--- config.mk ---
export PLATFORM = sky130hd
export DESIGN_NAME = commit_arbiter
export DESIGN_NICKNAME = d
export VERILOG_FILES = /design/src/rtl/commit_arbiter.sv
export SDC_FILE = /design/constraint.sdc
export NUM_CORES = 1
export LEC_CHECK = 0
export BUFFER_PORTS_ARGS = -buffer_cell sky130_fd_sc_hd__buf_4
export CAP_MARGIN = 20
export CORE_MARGIN = 8
export CORE_UTILIZATION = 42
export DETAILED_ROUTE_END_ITERATION = 12
export HOLD_SLACK_MARGIN = 0.1
export PLACE_DENSITY = 0.91
export SLEW_MARGIN = 10
export SYNTH_ARGS = -nofsm -noshare
export SYNTH_HDL_FRONTEND = slang
export SYNTH_SLANG_ARGS = --single-unit
--- constraint.sdc ---
create_clock -name clk -period 1.5 [get_ports clk]
set_input_delay 0.375 -clock clk [delete_from_list [all_inputs] [get_ports clk]]
set_output_delay 0.375 -clock clk [all_outputs]
set_load 0.05 [all_outputs]
--- src/rtl/commit_arbiter.sv ---
// ============================================================================
// commit_arbiter : two-port round-robin arbiter feeding one registered ROB
// writeback stage. Optional macro COMMIT_ARB_STATS_EN adds stats counters.
// Revision: 1.0
// ============================================================================
`default_nettype none

package cpu_pkg;
  localparam logic [4:0] EXC_OV = 5'h0c;

  typedef struct packed {
    logic       ex;
    logic [4:0] exccode;
  } exception_t;

  typedef struct packed {
    logic        valid;
    logic [31:0] pc;
    logic [5:0]  rob_entry_num;
    logic [31:0] result;
    logic [4:0]  dest;
    exception_t  exception;
  } execute_to_commit_bus_t;
endpackage

module commit_arbiter
  import cpu_pkg::*;
(
  input  logic                   clk,
  input  logic                   reset,
  input  logic                   flush,
  input  logic                   fu0_to_valid,
  input  execute_to_commit_bus_t fu0_to_commit_bus,
  output logic                   fu0_cs_allowin,
  input  logic                   fu1_to_valid,
  input  execute_to_commit_bus_t fu1_to_commit_bus,
  output logic                   fu1_cs_allowin,
  input  logic                   rob_allowin,
  output logic                   rob_wb_valid,
  output execute_to_commit_bus_t rob_wb_bus
`ifdef COMMIT_ARB_STATS_EN
  ,
  output logic [31:0]            stat_conflict_cnt,
  output logic [31:0]            stat_rob_stall_cnt
`endif
);

  logic                   rr_ptr_q, rr_ptr_d;
  logic                   wb_valid_q, wb_valid_d;
  execute_to_commit_bus_t wb_bus_q, wb_bus_d;
  logic                   out_free;
  logic                   grant0;
  logic                   grant1;

  // rr_ptr names the port that wins when both are valid.
  always_comb begin
    out_free = !wb_valid_q || rob_allowin;
    grant0   = 1'b0;
    grant1   = 1'b0;
    if (out_free && !flush && !reset) begin
      if (fu0_to_valid && (!fu1_to_valid || !rr_ptr_q)) begin
        grant0 = 1'b1;
      end else if (fu1_to_valid) begin
        grant1 = 1'b1;
      end
    end
  end

  always_comb begin
    rr_ptr_d   = rr_ptr_q;
    wb_valid_d = wb_valid_q;
    wb_bus_d   = wb_bus_q;
    if (flush) begin
      rr_ptr_d   = 1'b0;
      wb_valid_d = 1'b0;
      wb_bus_d   = '0;
    end else if (out_free) begin
      wb_valid_d = grant0 || grant1;
      if (grant0) begin
        wb_bus_d = fu0_to_commit_bus;
        rr_ptr_d = 1'b1;
      end else if (grant1) begin
        wb_bus_d = fu1_to_commit_bus;
        rr_ptr_d = 1'b0;
      end else begin
        wb_bus_d = '0;
      end
      wb_bus_d.valid = grant0 || grant1;
    end
  end

  always_ff @(posedge clk) begin
    if (reset) begin
      rr_ptr_q   <= 1'b0;
      wb_valid_q <= 1'b0;
      wb_bus_q   <= '0;
    end else begin
      rr_ptr_q   <= rr_ptr_d;
      wb_valid_q <= wb_valid_d;
      wb_bus_q   <= wb_bus_d;
    end
  end

  assign fu0_cs_allowin = grant0;
  assign fu1_cs_allowin = grant1;
  assign rob_wb_valid   = wb_valid_q;
  assign rob_wb_bus     = wb_bus_q;

`ifdef COMMIT_ARB_STATS_EN
  logic [31:0] conflict_cnt_q, conflict_cnt_d;
  logic [31:0] stall_cnt_q, stall_cnt_d;

  // Counters only observe; flush does not clear them.
  always_comb begin
    conflict_cnt_d = conflict_cnt_q + {31'd0, (fu0_to_valid && fu1_to_valid && out_free)};
    stall_cnt_d    = stall_cnt_q + {31'd0, (wb_valid_q && !rob_allowin)};
  end

  always_ff @(posedge clk) begin
    if (reset) begin
      conflict_cnt_q <= 32'd0;
      stall_cnt_q    <= 32'd0;
    end else begin
      conflict_cnt_q <= conflict_cnt_d;
      stall_cnt_q    <= stall_cnt_d;
    end
  end

  assign stat_conflict_cnt  = conflict_cnt_q;
  assign stat_rob_stall_cnt = stall_cnt_q;
`endif

endmodule

`default_nettype wire
==> results of run 1 <==
## cell families after synthesis
family	after synthesis
AND/OR/NAND/NOR	90
flip-flops	83
buffers and inverters	64
AO/OA/AOI/OAI	247
## routing by layer
layer	global-route usage, %	routed length (um)	vias up
li1	-	-	2250
met1	24.6	5680	2275
met2	37.8	7570	254
met3	7.37	1330	43
met4	10.7	535	0
met5	0	0	-
## worst max path at each step
| stage | start | endpoint | slack, ps | cells past startpoint |
|---|---|---|---|---|
| after floorplan | rob_wb_bus[81] | fu1_cs_allowin | -20 | 4 |
| after global placement | fu1_to_valid | fu0_cs_allowin | 60 | 4 |
| after detailed placement | fu1_to_valid | fu0_cs_allowin | 30 | 4 |
| after CTS | rr_ptr_q | fu0_cs_allowin | -90 | 3 |
| after global routing | rr_ptr_q | fu1_cs_allowin | -120 | 4 |
| final | rr_ptr_q | fu1_cs_allowin | -60 | 4 |
## state kept, by name, summed over array words and instances, names as in the netlist
name	count
rob_wb_bus	82
rr_ptr_q	1
## synth_stat cells
cell | n | area share [%]
a21oi_1 | 164 | 21
dfxtp_1 | 83 | 43
nand4_1 | 81 | 13
o21ai_0 | 81 | 11
buf_2 | 34 | 4.5
clkbuf_1 | 18 | 1.8
buf_6 | 6 | 1.8
buf_4 | 5 | 0.98
nor2_1 | 3 | 0.29
a21boi_2 | 1 | 0.29
a311oi_1 | 1 | 0.23
and3_1 | 1 | 0.16
buf_8 | 1 | 0.39
nand2b_1 | 1 | 0.16
nand2b_2 | 1 | 0.23
nand3_1 | 1 | 0.13
nor2b_1 | 1 | 0.16
or2_2 | 1 | 0.16
## cell type report
cell class	instances	area (um2)	area share, %
Clock inverter	4	27.5	0.462
Timing Repair Buffer	270	2130	35.7
Sequential cell	83	1670	28.0
Multi-Input combinational cell	337	1860	31.2
Clock buffer	11	141	2.37
Tap cell	111	139	2.33
## where the power goes
group	internal [W]	leakage, nW	total [W]	switching, W
registers	0.00229	0.678	0.00234	0.0000489
clock network	0.000637	0.0774	0.00145	0.000812
logic	0.000575	1.71	0.00137	0.000795
## critical path, delay by kind of cell, from the launching register on
kind	cells	cell delay (ps)
flip-flops	1	380
AND/OR/NAND/NOR	3	320
buffers and inverters	1	160
## metrics by stage
| stage | setup slack (ps) | hold slack (ps) |
|---|---|---|
| floorplan | -18.6 | 480 |
| global placement | 58.4 | 521 |
| detailed placement | 27.5 | 525 |
| CTS | -87.6 | 287 |
| global route | -116 | 287 |
| finish | -62.5 | 306 |
## timing repair
action,in CTS,in global routing
pin swaps,3,1
setup endpoints to repair,2,2
setup buffers,4,0
hold buffers,0,0
gates resized for setup,8,0
==> results.ini, run 1 <==
[timing]
fin_worst_skew_ps = 8.25
slew_headroom_pct = 73.4
setup_ws_ps = -62.5
grt_setup_unrepaired = true
fin_crit_sh_pct = 104
worst_pin_slew_ps = 399
drv_slew = 0
tns_ps = -111
hold_viol_final = 0
fmax_mhz = 640
period_needed_ps = 1560
setup_viol = 2

[route]
drc = 0
vias_per_cell = 5.91
drtAntennaViolNets = 0
wl_per_cell_um = 18.5
postRouteWirelength_um = 15100
vias = 4822
drtIter0Drc = 525
drt-pass1-iter-count = 5

[synthesis]
synth-seq-cells = 83
synthXorXnorAreaFrac_pct = 0
synth_nets = 654
synth_compound_area_share_pct = 32.6
synth_fa_ha_area_share_pct = 0
synth_simple_gate_area_share_pct = 14.6
ys_warn_count = 0
syn_area_um2 = 3820
ys_seq_area_share_pct = 43.5
synth_top_family_by_area = compound AO/OA/AOI/OAI gates
synthMuxAreaShare_pct = 0
yosysUniqueCellTypes = 18
netlist_instances = 484
synth.avg_cell_area_um2 = 7.90

[placement]
dp.cells = 797
dp_hpwl_um = 10500
io_buffers = 252
placed_area_um2 = 5730
gp_congestion = 0.767

[grt]
grt_antenna_before_repair = 0
grt_start_max_net_pins = 83
grt_use_total_pct = 22.3
grt_pass1_vias = 4769
grt_pass1_wl_um = 23600
overflow = 0

[hold_path]
worstHoldEndpoint = rob_wb_bus[49]
holdPathStages = 3
min_from = fu1_to_commit_bus[49]
hold_class = input port to register

[setup_path]
crit_path_max_fanout = 3
critPathLaunchType = register
slowest_delay_ps = 380
timing.rr.end = rob_wb_bus[63]
rr_worst_depth = 5
rrSetupSlack_ps = 130
end_kind = output port
crit_required_ps = 1120
timing.rr.start = rr_ptr_q
cp_cell_sequence = nand2b_4 > nand3_4 > nor2_4 > buf_8
critPathArrivalTime_ps = 1190
slowest_stage = dfxtp_4
critPathKind = register to output port

[clock_tree]
clockBufferDepth = 2
cts_tree = yes
numCtsBuffers = 9
htreeDepth = 3
clkTransAtPathRegs_ps = 90
clock-root-buffer = clkbuf_8
cts_sinks = 83
clock_latency_ps = 330

[outcome]
status = finished with violations
violations = negative setup slack

[final_layout]
final_layout_size_suffix_gt1_share_pct = 41.8
final_util_pct = 66.1
layoutNonFillerInstCount = 816
layout_commonest_cell = buf_4
mostFrequentLayoutCells = buf_4, a21oi_1, nand4_1, o21ai_0, dfxtp_1
design_area_um2 = 5960
area_delta_synth_final_pct = 56.0
diodes = 0
nFillCells = 722
finalNetCount = 871

[power_and_ir_drop]
power_density_nw_per_um2 = 866
ir_worst_vdd_mv = 0.479
total_leakage_power_nw = 2.47
p_total_w = 0.00516

[job]
drv_cap = 0

[die]
dieArea_um2 = 12400
start_util_pct = 42.4
die_w_um = 111
design.core.area_um2 = 9020
die_h_um = 111
io_pins = 255
num_rows = 35

Power figures use the tool's default switching activity.
==> run 2, diff against run 1 <==
--- a/config.mk
+++ b/config.mk
@@ -6,12 +6,11 @@
 export NUM_CORES = 1
 export LEC_CHECK = 0
 export BUFFER_PORTS_ARGS = -buffer_cell sky130_fd_sc_hd__buf_4
-export CAP_MARGIN = 20
 export CORE_MARGIN = 8
-export CORE_UTILIZATION = 42
+export CORE_UTILIZATION = 25
 export DETAILED_ROUTE_END_ITERATION = 12
 export HOLD_SLACK_MARGIN = 0.1
-export PLACE_DENSITY = 0.91
+export PLACE_DENSITY = 0.64
 export SLEW_MARGIN = 10
 export SYNTH_ARGS = -nofsm -noshare
 export SYNTH_HDL_FRONTEND = slang
==> run 2 against run 1 <==
The flow still finishes with violations (negative setup slack). Clock skew is essentially flat. Sequential share of layout area shrank 1.7 points. Power grew 20%. Sequential power is essentially flat. Die area grew 57%. Critical endpoint unchanged. Highest routed layer unchanged.
==> results.ini, run 2 (synthesized netlist as in run 1, its figures left out) <==
[outcome]
status = finished with violations
violations = negative setup slack

[die]
dieArea_um2 = 19500  ; +57%
num_rows = 45  ; +29%
io_pins = 255  ; unchanged
die_w_um = 140  ; +25%
design.core.area_um2 = 15100  ; +67%
die_h_um = 140  ; +25%
start_util_pct = 25.3  ; -17 points

[timing]
period_needed_ps = 1540  ; -18.0 ps
fmax_mhz = 647  ; +1.2%
worst_pin_slew_ps = 549  ; +149 ps
drv_slew = 0  ; unchanged
hold_viol_final = 0  ; unchanged
fin_crit_sh_pct = 103  ; -1.2 points
tns_ps = -87.2  ; +24.1 ps
setup_viol = 2  ; unchanged
setup_ws_ps = -44.5  ; +18.0 ps
grt_setup_unrepaired = true
slew_headroom_pct = 63.4  ; -9.9 points
fin_worst_skew_ps = 7.95  ; -0.296 ps

[power_and_ir_drop]
ir_worst_vdd_mv = 0.618  ; +29%
p_total_w = 0.00620  ; +20%
total_leakage_power_nw = 2.62  ; +6.1%
power_density_nw_per_um2 = 976  ; +13%

[grt]
grt_start_max_net_pins = 82  ; -1.2%
grt_pass1_wl_um = 25500  ; +8.2%
overflow = 0  ; unchanged
grt_pass1_vias = 4619  ; -3.1%
grt_antenna_before_repair = 0  ; unchanged
grt_use_total_pct = 16.1  ; -6.2 points

[setup_path]
rrSetupSlack_ps = 120  ; about the same
cp_top_family = flip-flops
critPathKind = register to output port
crit_path_max_fanout = 3  ; unchanged
slowest_stage = dfxtp_4
critPathLaunchType = register
cp_cell_sequence = nand2b_4 > nand3_4 > nor2_4 > buf_8
crit_buf_inv = 1  ; unchanged
crit_required_ps = 1120  ; about the same
timing.rr.start = rr_ptr_q
end_kind = output port
critPathArrivalTime_ps = 1170  ; -20 ps
timing.rr.end = rob_wb_bus[59]
rr_worst_depth = 6  ; +1
slowest_delay_ps = 360  ; -20 ps

[final_layout]
final_layout_size_suffix_gt1_share_pct = 42.5  ; +0.67 points
design_area_um2 = 6350  ; +6.5%
mostFrequentLayoutCells = buf_4, a21oi_1, nand4_1, o21ai_0, dfxtp_1
layout_commonest_cell = buf_4
seq_area_um2 = 1670  ; unchanged
area_delta_synth_final_pct = 66.2
diodes = 0  ; unchanged
nFillCells = 1546  ; +110%
layoutNonFillerInstCount = 903  ; +11%
largest_reg_flops = 82  ; unchanged
multi_input_area_um2 = 1860  ; unchanged
finalNetCount = 880  ; +1.0%

[route]
wl_per_cell_um = 18.6  ; +0.58%
drtIter0Drc = 273  ; -48%
vias = 4678  ; -3.0%
vias_per_cell = 5.18  ; -12%
drc = 0  ; unchanged
drtAntennaViolNets = 0  ; unchanged
drt-pass1-iter-count = 6  ; +1
postRouteWirelength_um = 16800  ; +11%

[clock_tree]
cts_sinks = 83  ; unchanged
post_cts_hold_buffer_count = 0  ; unchanged
htreeDepth = 3  ; unchanged
clock-root-buffer = clkbuf_16
cts_tree = yes
clkTransAtPathRegs_ps = 70  ; -20 ps
clockBufferDepth = 2  ; unchanged
numCtsBuffers = 9  ; unchanged
clock_latency_ps = 340  ; about the same

[placement]
gp_congestion = 0.791  ; +3.1%
dp.cells = 881  ; +11%
io_buffers = 252  ; unchanged
place_ws_ps = -1.38  ; -28.8 ps
dp_hpwl_um = 11500  ; +9.4%
placed_area_um2 = 5930  ; +3.5%

[hold_path]
holdPathStages = 3  ; unchanged
worstHoldEndpoint = rob_wb_bus[78]
min_from = fu1_to_commit_bus[78]
hold_class = input port to register

[job]
drv_cap = 0  ; unchanged

## run 2: cell types whose count changed in the layout (fill, tap and decap cells not counted)
| cell | delta |
|---|---|
| clkinv_4 | +1 |
| bufinv_16 | +2 |
| clkbuf_1 | +1 |
| buf_16 | +1 |
| buf_12 | +3 |
| clkinvlp_4 | -3 |
| clkbuf_8 | -9 |
| buf_4 | +4 |
| clkbuf_16 | +10 |
## run 2: stage by stage
stage,hold WS [ps],utilization [%]
detailed placement,525,39.3
global route,298,42.1
floorplan,480,-
global placement,521,39.3
CTS,288,41.9
finish,305,42.1
## run 2: layout make-up
class / count / share of cell area (%)
sequential: 83 / 26.2
tap: 188 / 3.70
timing repair buffer: 279 / 35.8
clock inverter: 4 / 1.16
clock buffer: 12 / 3.88
multi-input combinational: 337 / 29.2
## run 2: worst max-delay path by stage
stage / startpoint / to / cells past startpoint
after global routing: rr_ptr_q / fu0_cs_allowin / 3
final: rr_ptr_q / fu1_cs_allowin / 4
after floorplan: rob_wb_bus[81] / fu1_cs_allowin / 4
after global placement: reset / fu1_cs_allowin / 5
after detailed placement: rob_allowin / rob_wb_bus[13] / 5
after CTS: rr_ptr_q / fu0_cs_allowin / 3
## run 2: where the power goes
part           switching (W)  total [W]  internal [W]
clock network       0.000911    0.00242       0.00151
registers          0.0000456    0.00234       0.00230
logic               0.000825    0.00144      0.000615
## run 2: per-layer routing
layer,track usage [%],up-vias,routed length (um)
li1,-,2279,-
met1,18.9,2189,7010
met2,26.4,189,8030
met3,5.51,21,1410
met4,6.91,0,365
met5,0,-,0
## run 2: worst register-to-register path, stage by stage (launching register included)
cell	delay, ps
dfxtp_4	360
nand2b_4	140
buf_4	100
buf_4	140
buf_16	230
nand4_1	180
a21oi_1	160
## run 2: what timing repair did
item / in CTS / in global routing
pin swaps: 3 / 0
resized for setup: 8 / 1
endpoints found under the setup margin: 2 / 35
setup buffers: 5 / 0
gates cloned: 0 / 1
